==> src/rtl/lcd_cmd_arbiter.sv <==
// lcd_cmd_arbiter: shares the Spartan-3E character LCD 4-bit bus between two
// command/data requesters once LCD initialisation is done. Each granted byte is
// sent as upper nibble then lower nibble on SF_D[11:8]. LCD_E pulse widths,
// the inter-nibble gap and the post-command wait are all counted in clk cycles.
// Every output comes straight from a flop, so LCD_E cannot glitch.
`timescale 1ns/1ps
module lcd_cmd_arbiter #(
  parameter int T_SETUP = 2,     // data/RS stable before LCD_E rises
  parameter int T_E     = 12,    // LCD_E high time
  parameter int T_HOLD  = 1,     // data held after LCD_E falls
  parameter int T_GAP   = 50,    // gap between upper-nibble hold and lower-nibble setup
  parameter int T_WAIT  = 2000,  // settle time after the lower nibble before the next grant
  parameter int CNT_W   = 12     // phase counter width, must hold the largest T_* value
) (
  input  logic        clk,
  input  logic        reset,     // asynchronous, active-low
  input  logic        init_done,
  input  logic        req0,
  input  logic        req1,
  input  logic        rs0,
  input  logic        rs1,
  input  logic [7:0]  data0,
  input  logic [7:0]  data1,
  output logic        ack0,
  output logic        ack1,
  output logic        busy,
  output logic [11:0] SF_D,
  output logic        LCD_E,
  output logic        LCD_RS,
  output logic        LCD_RW
);

  typedef enum logic [3:0] {
    IDLE,
    HI_SETUP,
    HI_PULSE,
    HI_HOLD,
    GAP,
    LO_SETUP,
    LO_PULSE,
    LO_HOLD,
    WAIT
  } state_t;

  state_t           state_q, state_d;
  logic [CNT_W-1:0] cnt_q, cnt_d;
  logic [7:0]       byte_q, byte_d;
  logic             rs_q, rs_d;
  logic             last_q, last_d;
  logic             ack0_q, ack0_d;
  logic             ack1_q, ack1_d;
  logic             busy_q, busy_d;
  logic             lcd_e_q, lcd_e_d;
  logic             lcd_rs_q, lcd_rs_d;
  logic [3:0]       nib_q, nib_d;

  logic [CNT_W-1:0] phase_last;
  logic             phase_end;
  logic             pick1;

  // Last counter value of the phase currently being timed.
  always_comb begin
    phase_last = '0;
    case (state_q)
      HI_SETUP, LO_SETUP: phase_last = CNT_W'(T_SETUP - 1);
      HI_PULSE, LO_PULSE: phase_last = CNT_W'(T_E - 1);
      HI_HOLD,  LO_HOLD:  phase_last = CNT_W'(T_HOLD - 1);
      GAP:                phase_last = CNT_W'(T_GAP - 1);
      WAIT:               phase_last = CNT_W'(T_WAIT - 1);
      default:            phase_last = '0;
    endcase
  end

  assign phase_end = (cnt_q == phase_last);

  // Round-robin pick: a lone requester wins; on a tie the one not granted last wins.
  always_comb begin
    pick1 = 1'b0;
    if (req0 && req1) begin
      pick1 = ~last_q;
    end else begin
      pick1 = req1;
    end
  end

  // Next-state logic, grant capture, and the next value of every registered output.
  always_comb begin
    state_d = state_q;
    cnt_d   = cnt_q;
    byte_d  = byte_q;
    rs_d    = rs_q;
    last_d  = last_q;
    ack0_d  = 1'b0;
    ack1_d  = 1'b0;

    case (state_q)
      IDLE: begin
        cnt_d = '0;
        if (init_done && (req0 || req1)) begin
          if (pick1) begin
            byte_d = data1;
            rs_d   = rs1;
            ack1_d = 1'b1;
          end else begin
            byte_d = data0;
            rs_d   = rs0;
            ack0_d = 1'b1;
          end
          last_d  = pick1;
          state_d = HI_SETUP;
        end
      end
      default: begin
        if (phase_end) begin
          cnt_d = '0;
          case (state_q)
            HI_SETUP: state_d = HI_PULSE;
            HI_PULSE: state_d = HI_HOLD;
            HI_HOLD:  state_d = GAP;
            GAP:      state_d = LO_SETUP;
            LO_SETUP: state_d = LO_PULSE;
            LO_PULSE: state_d = LO_HOLD;
            LO_HOLD:  state_d = WAIT;
            default:  state_d = IDLE;
          endcase
        end else begin
          cnt_d = cnt_q + CNT_W'(1);
        end
      end
    endcase

    // Outputs are decoded from the state being entered so they line up with it.
    busy_d   = (state_d != IDLE);
    lcd_e_d  = (state_d == HI_PULSE) || (state_d == LO_PULSE);
    lcd_rs_d = (state_d != IDLE) ? rs_d : 1'b0;
    case (state_d)
      HI_SETUP, HI_PULSE, HI_HOLD: nib_d = byte_d[7:4];
      LO_SETUP, LO_PULSE, LO_HOLD: nib_d = byte_d[3:0];
      default:                     nib_d = 4'h0;
    endcase
  end

  // State, phase counter, captured byte and registered outputs; reset abandons any transfer.
  always_ff @(posedge clk or negedge reset) begin
    if (!reset) begin
      state_q  <= IDLE;
      cnt_q    <= '0;
      byte_q   <= 8'h00;
      rs_q     <= 1'b0;
      last_q   <= 1'b1;
      ack0_q   <= 1'b0;
      ack1_q   <= 1'b0;
      busy_q   <= 1'b0;
      lcd_e_q  <= 1'b0;
      lcd_rs_q <= 1'b0;
      nib_q    <= 4'h0;
    end else begin
      state_q  <= state_d;
      cnt_q    <= cnt_d;
      byte_q   <= byte_d;
      rs_q     <= rs_d;
      last_q   <= last_d;
      ack0_q   <= ack0_d;
      ack1_q   <= ack1_d;
      busy_q   <= busy_d;
      lcd_e_q  <= lcd_e_d;
      lcd_rs_q <= lcd_rs_d;
      nib_q    <= nib_d;
    end
  end

  assign ack0   = ack0_q;
  assign ack1   = ack1_q;
  assign busy   = busy_q;
  assign SF_D   = {nib_q, 8'h00};
  assign LCD_E  = lcd_e_q;
  assign LCD_RS = lcd_rs_q;
  assign LCD_RW = 1'b0;

endmodule

==> config.mk <==
export PLATFORM = sky130hd
export DESIGN_NAME = lcd_cmd_arbiter
export DESIGN_NICKNAME = d
export VERILOG_FILES = /design/src/rtl/lcd_cmd_arbiter.sv
export SDC_FILE = /design/constraint.sdc
export NUM_CORES = 1
export LEC_CHECK = 0
export BUFFER_PORTS_ARGS = -buffer_cell sky130_fd_sc_hd__buf_2
export CAP_MARGIN = 25
export CORE_UTILIZATION = 35
export CTS_BUF_LIST = sky130_fd_sc_hd__clkbuf_4 sky130_fd_sc_hd__clkbuf_8 sky130_fd_sc_hd__clkbuf_16
export DETAILED_ROUTE_END_ITERATION = 8
export GPL_TIMING_DRIVEN = 0
export PLACE_DENSITY_LB_ADDON = 0.05
export SLEW_MARGIN = 20
export SYNTH_ARGS = -nofsm -noshare
export SYNTH_HDL_FRONTEND = slang
export SYNTH_SLANG_ARGS = --single-unit
==> constraint.sdc <==
create_clock -name clk -period 4.4 [get_ports clk]
set_input_delay 0.22 -clock clk [delete_from_list [all_inputs] [get_ports clk]]
set_output_delay 0.22 -clock clk [all_outputs]
set_load 0.01 [all_outputs]
[After elaboration in Yosys (flattened, before gate mapping)]
Memories as Yosys holds them, arrays and structs flattened.
Cells that the tools add are included.
Cells by class
  $add $sub $neg: 1
  $mul: 0
  divide/modulo/power cells: 0
  order comparisons: 0
  eq/ne operators: 14
  shifts and indexed selects: 0
  multiplexer cells: 21
  bitwise logic cells: 1
  reductions and logical operators: 9
Operators with widths (number)
  $eq A4 B3 Y1 const B: 7
  $pmux W4 S7: 1
  $mux W12: 2
  $mux W8: 3
  $eq A4 B2 Y1 const B: 4
  $add A12 B1 Y12 const B: 1
  $eq A12 B12 Y1: 1
  $mux W4: 3
  $mux W1: 11
  $eq A4 B1 Y1 const B: 2
  $pmux W4 S2: 1
  $reduce_or A3 Y1: 2
  $logic_not A4 Y1: 1
  $reduce_bool A4 Y1: 1
  $logic_and A1 B1 Y1: 2
  $logic_or A1 B1 Y1: 2
  $reduce_and A2 Y1: 1
  $not A1 Y1: 1
Storage, ports and cells
  register bits after elaboration: 35
  latch bits: 0
  memory bits (writable): 0
  ROM bits: 176
  input bits: 23
  output and inout port bits: 18
  word-level logic and storage cells: 58
  memories kept: 1
Memories
  (name not given): depth 16, width 11, rd ports 1, clocked after memory_dff 0, wr ports 0, line 64  | case (state_q)

[Logic depth before layout (Yosys ltp)]
  depth after elaboration: 7
  mapped depth: 10
  depth with buffers taken out: 8

[Worst setup path after synthesis]
OpenSTA, ideal clock, no wires.
  path kind: flip-flop to flip-flop
  start: reg state_q[0]
  end: reg nib_q[0]
  library setup time: 0.111 ns
  arrival time: 2.488 ns
  data required time: 4.289 ns
  setup slack: 1.801 ns
  stages on the path, launching flop included: 11
  buffers on the path: 2
  clock period less this slack: 2.599 ns
  path through: dfrtp_1 inv_1 ha_1 buf_2 and3b_1 nand2b_1 mux2_2 or4b_1 buf_2 and2_4 a2111oi_2
Between the ends
  cells in the longest elaborated chain, start to end: 7
  elaborated cells between the ends (all ways): 24
  those cells by class: eq/ne: 14; mux: 6; reduce/logical: 3; memory: 1
RTL lines
  from (decl): line 45  | state_t state_q, state_d;
  from (signal assigned): line 158  | state_q <= state_d;
  $mem_v2 Z16 W11, or another cell as far along
  $eq A12 B12 Y1 or $pmux W4 S7 (tied branches): line 74, 116
  $mux W4: line 114  | if (phase_end) begin
  $mux W4: line 96  | case (state_q)
  $eq A4 B3 Y1, or another cell as far along: line 136  | case (state_d)
  $reduce_or A3 Y1: line 136
  $pmux W4 S2 *: line 136
  named net nib_d[0]: line 55  | logic [3:0] nib_q, nib_d;
  to (signal assigned): line 168  | nib_q <= nib_d;
  to (decl): line 55
Mark *: on every way through the listed nets, which the timed path passes. The rest lies on a longest branch.
A chain may end at the register's enable or synchronous reset.

[Final worst setup path]
  start: reg state_q[1]
  end: reg nib_q[0]
Same word-level chain as after synthesis.

==> flow_metrics.env <==
export IMPL_first_pass_iters=4
export IMPL_grt_pass1_vias=1497
export IMPL_min_period_ns=2.89
export IMPL_grt_max_degree=36
export IMPL_end_kind="flip-flop"
export IMPL_p_leak_uw=0.00122
export IMPL_ys_flop_type="dfrtp_1"
export IMPL_cts_hold_fix_buffers=0
export IMPL_skew_ns=0.00327
export IMPL_combPwrFrac_pct=4.0
export IMPL_min_delay_path_class="in2async"
export IMPL_internal_power_uw=517
export IMPL_finalHoldViolCount=0
export IMPL_numCtsBuffers=5
export IMPL_setup_viol=0
export IMPL_top_layer="met4"
export IMPL_rsz0062_at_grt="no"
export IMPL_portBuffers=31
export IMPL_setup_tns_ns=0
export IMPL_ir_worst_vdd_mv=0.195
export IMPL_p_seq_share_pct=49.6
export IMPL_synthArstFlopShare_pct=100
export IMPL_num_antenna_cells=0
export IMPL_tritoncts="built"
export IMPL_antenna_found_initial=0
export IMPL_antenna_left=0
export IMPL_drt_initial_drc_count=96
export IMPL_wl_met1_um=1980
export IMPL_crit_fanout=10
export IMPL_die_w_um=75.9
export IMPL_die_area_mm2=0.00577
export IMPL_timing_hold_ws_ns=0.00754
export IMPL_slew_viol_final=0
export IMPL_synth_warnings=0
export IMPL_htreeDepth=2
export IMPL_crit_type="reg2reg"
export IMPL_pin_count=41
export IMPL_wl_um=4000
export IMPL_std_cell_rows=26
export IMPL_dp_hpwl_um=2980
export IMPL_grt_use_total_pct=15.5
export IMPL_switching_share_pct=20.2
export IMPL_worstMarginPinSlew_ns=0.775
export IMPL_ys_types=44
export IMPL_p_sw_uw=131
export IMPL_area_growth_pct=20.4
export IMPL_power_density_mw_per_mm2=281
export IMPL_routed_via_density=4.79
export IMPL_cts_buffer_depth=2
export IMPL_ys_seq_area_share_pct=45.8
export IMPL_synth_cells=192
export IMPL_outcome="completed"
export IMPL_via_count=1480
export IMPL_place_ws_ns=1.51
export IMPL_post_drt_wl_per_cell_um=12.9
export IMPL_cts_setup_buffers=0
export IMPL_max_freq_ghz=0.346
export IMPL_path_clk_slew_ns=0.07
export IMPL_start_kind="flip-flop"
export IMPL_setup_ws_ns=1.51
export IMPL_dr_wl_met3_um=160
export IMPL_grt_pass1_wl_um=7040
export IMPL_drc=0
export IMPL_wl_met2_um=1810
export IMPL_clkPwrFrac_pct=46.4
export IMPL_relSlewSlack_pct=48.3
export IMPL_cts_sinks=35
export IMPL_avgSynthCellArea_um2=9.96
export IMPL_gr_total_overflow=0
export IMPL_cp_arrival_ns=3.06
export IMPL_cap_violations=0
export IMPL_die_h_um=75.9
export IMPL_period_share_pct=65.8
export IMPL_synth_edf_count=0
export IMPL_drive_above_1_share_pct=25.9
export IMPL_ys_seq_elements=35
export IMPL_clockRootBuffer="clkbuf_8"
export IMPL_syn_area_mm2=0.00191
export IMPL_initial_core_util_pct=37.0
export IMPL_cts_resized=0
export IMPL_gp_congestion=0.808
export IMPL_clkLatencyLatePin_ns=0.29
export IMPL_core_area_mm2=0.00517
export IMPL_fin_nets=267
export IMPL_final_cell_mix="dfrtp_1, buf_2, nor2_1, nand2_1, inv_1"
export IMPL_crit_required_ns=4.57
export IMPL_final_common_cell="dfrtp_1"
flip-flops by register name, indices dropped and copies added, names as in the netlist:
register / cells
LCD_RS: 1
nib_q: 4
LCD_E: 1
cnt_q: 12
ack1: 1
byte_q: 8
busy: 1
ack0: 1
last_q: 1
state_q: 4
rs_q: 1
synthesized netlist by cell type, types with 2 or more instances:
cell type,n,share of area (%)
a2111oi_2,4,3.1
a21o_1,6,2.4
a21oi_1,6,1.6
a22o_1,4,1.8
a22oi_1,5,2.0
a31oi_1,2,0.65
and2_1,4,1.3
and3_1,3,0.98
buf_2,2,0.52
buf_4,9,3.5
clkbuf_1,5,0.98
dfrtp_1,34,44
ha_1,6,3.9
inv_1,10,2.0
mux2_2,3,1.8
mux2i_1,4,2.1
nand2_1,12,2.4
nand2b_1,5,1.6
nand3_1,6,1.6
nor2_1,24,4.7
nor3_1,3,0.78
nor4_1,2,0.65
o31ai_1,2,0.78
or2_2,2,0.65
or4b_1,2,1.0
xnor2_1,5,2.3
xor2_1,5,2.3
per-layer routing:
metal / vias up / track usage, %
li1: 746 / -
met5: - / 0
met1: 700 / 20.8
met3: 7 / 4.22
met2: 27 / 24.1
met4: 0 / 5.58
cells by family (layout without fill, tap and decap cells):
family | Yosys count | in the layout | share of synthesized area, %
compound gates | 37 | 37 | 16.0
mux | 8 | 8 | 4.45
xor+xnor | 10 | 10 | 4.58
simple gates | 68 | 68 | 17.9
flops | 35 | 35 | 45.8
fa+ha+maj | 6 | 6 | 3.92
other cells | 1 | 9 | 0.196
buf+inv | 27 | 66 | 7.19
through the flow:
step / instances / instance area, um2 / total power [uW] / utilization (%)
4_1_cts: 309 / 2300 / 661 / 44.5
2_1_floorplan: 200 / 1940 / 338 / -
6_report: 309 / 2300 / 648 / 44.5
5_1_grt: 309 / 2300 / 678 / 44.5
3_5_place_dp: 301 / 2190 / 355 / 42.3
3_3_place_gp: 301 / 2190 / 354 / 42.3
worst max-delay path: stages (launching register included):
cell and delay (ns):
dfrtp_1 0.45, inv_1 0.10, ha_1 0.13, buf_2 0.20
and3b_1 0.23, nand2b_1 0.12, mux2_2 0.35, or4b_1 0.50
buf_2 0.18, and2_4 0.18, a2111oi_2 0.33
area by class of cell:
type	instances	area, um2
flip-flops and latches	35	877
fillers	512	2870
inverters	11	41.3
multi-input cells	138	928
clock buffers	6	82.6
repair buffers	31	155
clock inverters	2	35.0
plain buffers	16	96.3
well taps	70	87.6
path summary, 6_finish.rpt:
path	startpoint	to	slack (ns)	cells past startpoint
setup / recovery	state_q[1]	nib_q[0]	1.51	10
hold / removal	reset	cnt_q[8]	0.008	1
setup reg to reg	state_q[1]	nib_q[0]	1.51	10
hold reg to reg	rs_q	rs_q	0.51	2
max in group asynchronous	reset	state_q[3]	3.90	1
min in group clk	data0[3]	byte_q[3]	0.16	2
power by group through the flow:
stage               registers [uW]  clock network (uW)  logic [uW]
detailed placement             328                   0        26.8
floorplan                      328                   0        9.74
finish                         322                 301        26.1
global route                   321                 327        29.8
global placement               328                   0        26.7
CTS                            321                 313        26.8
Note: power is estimated with default switching activity, not from simulation.
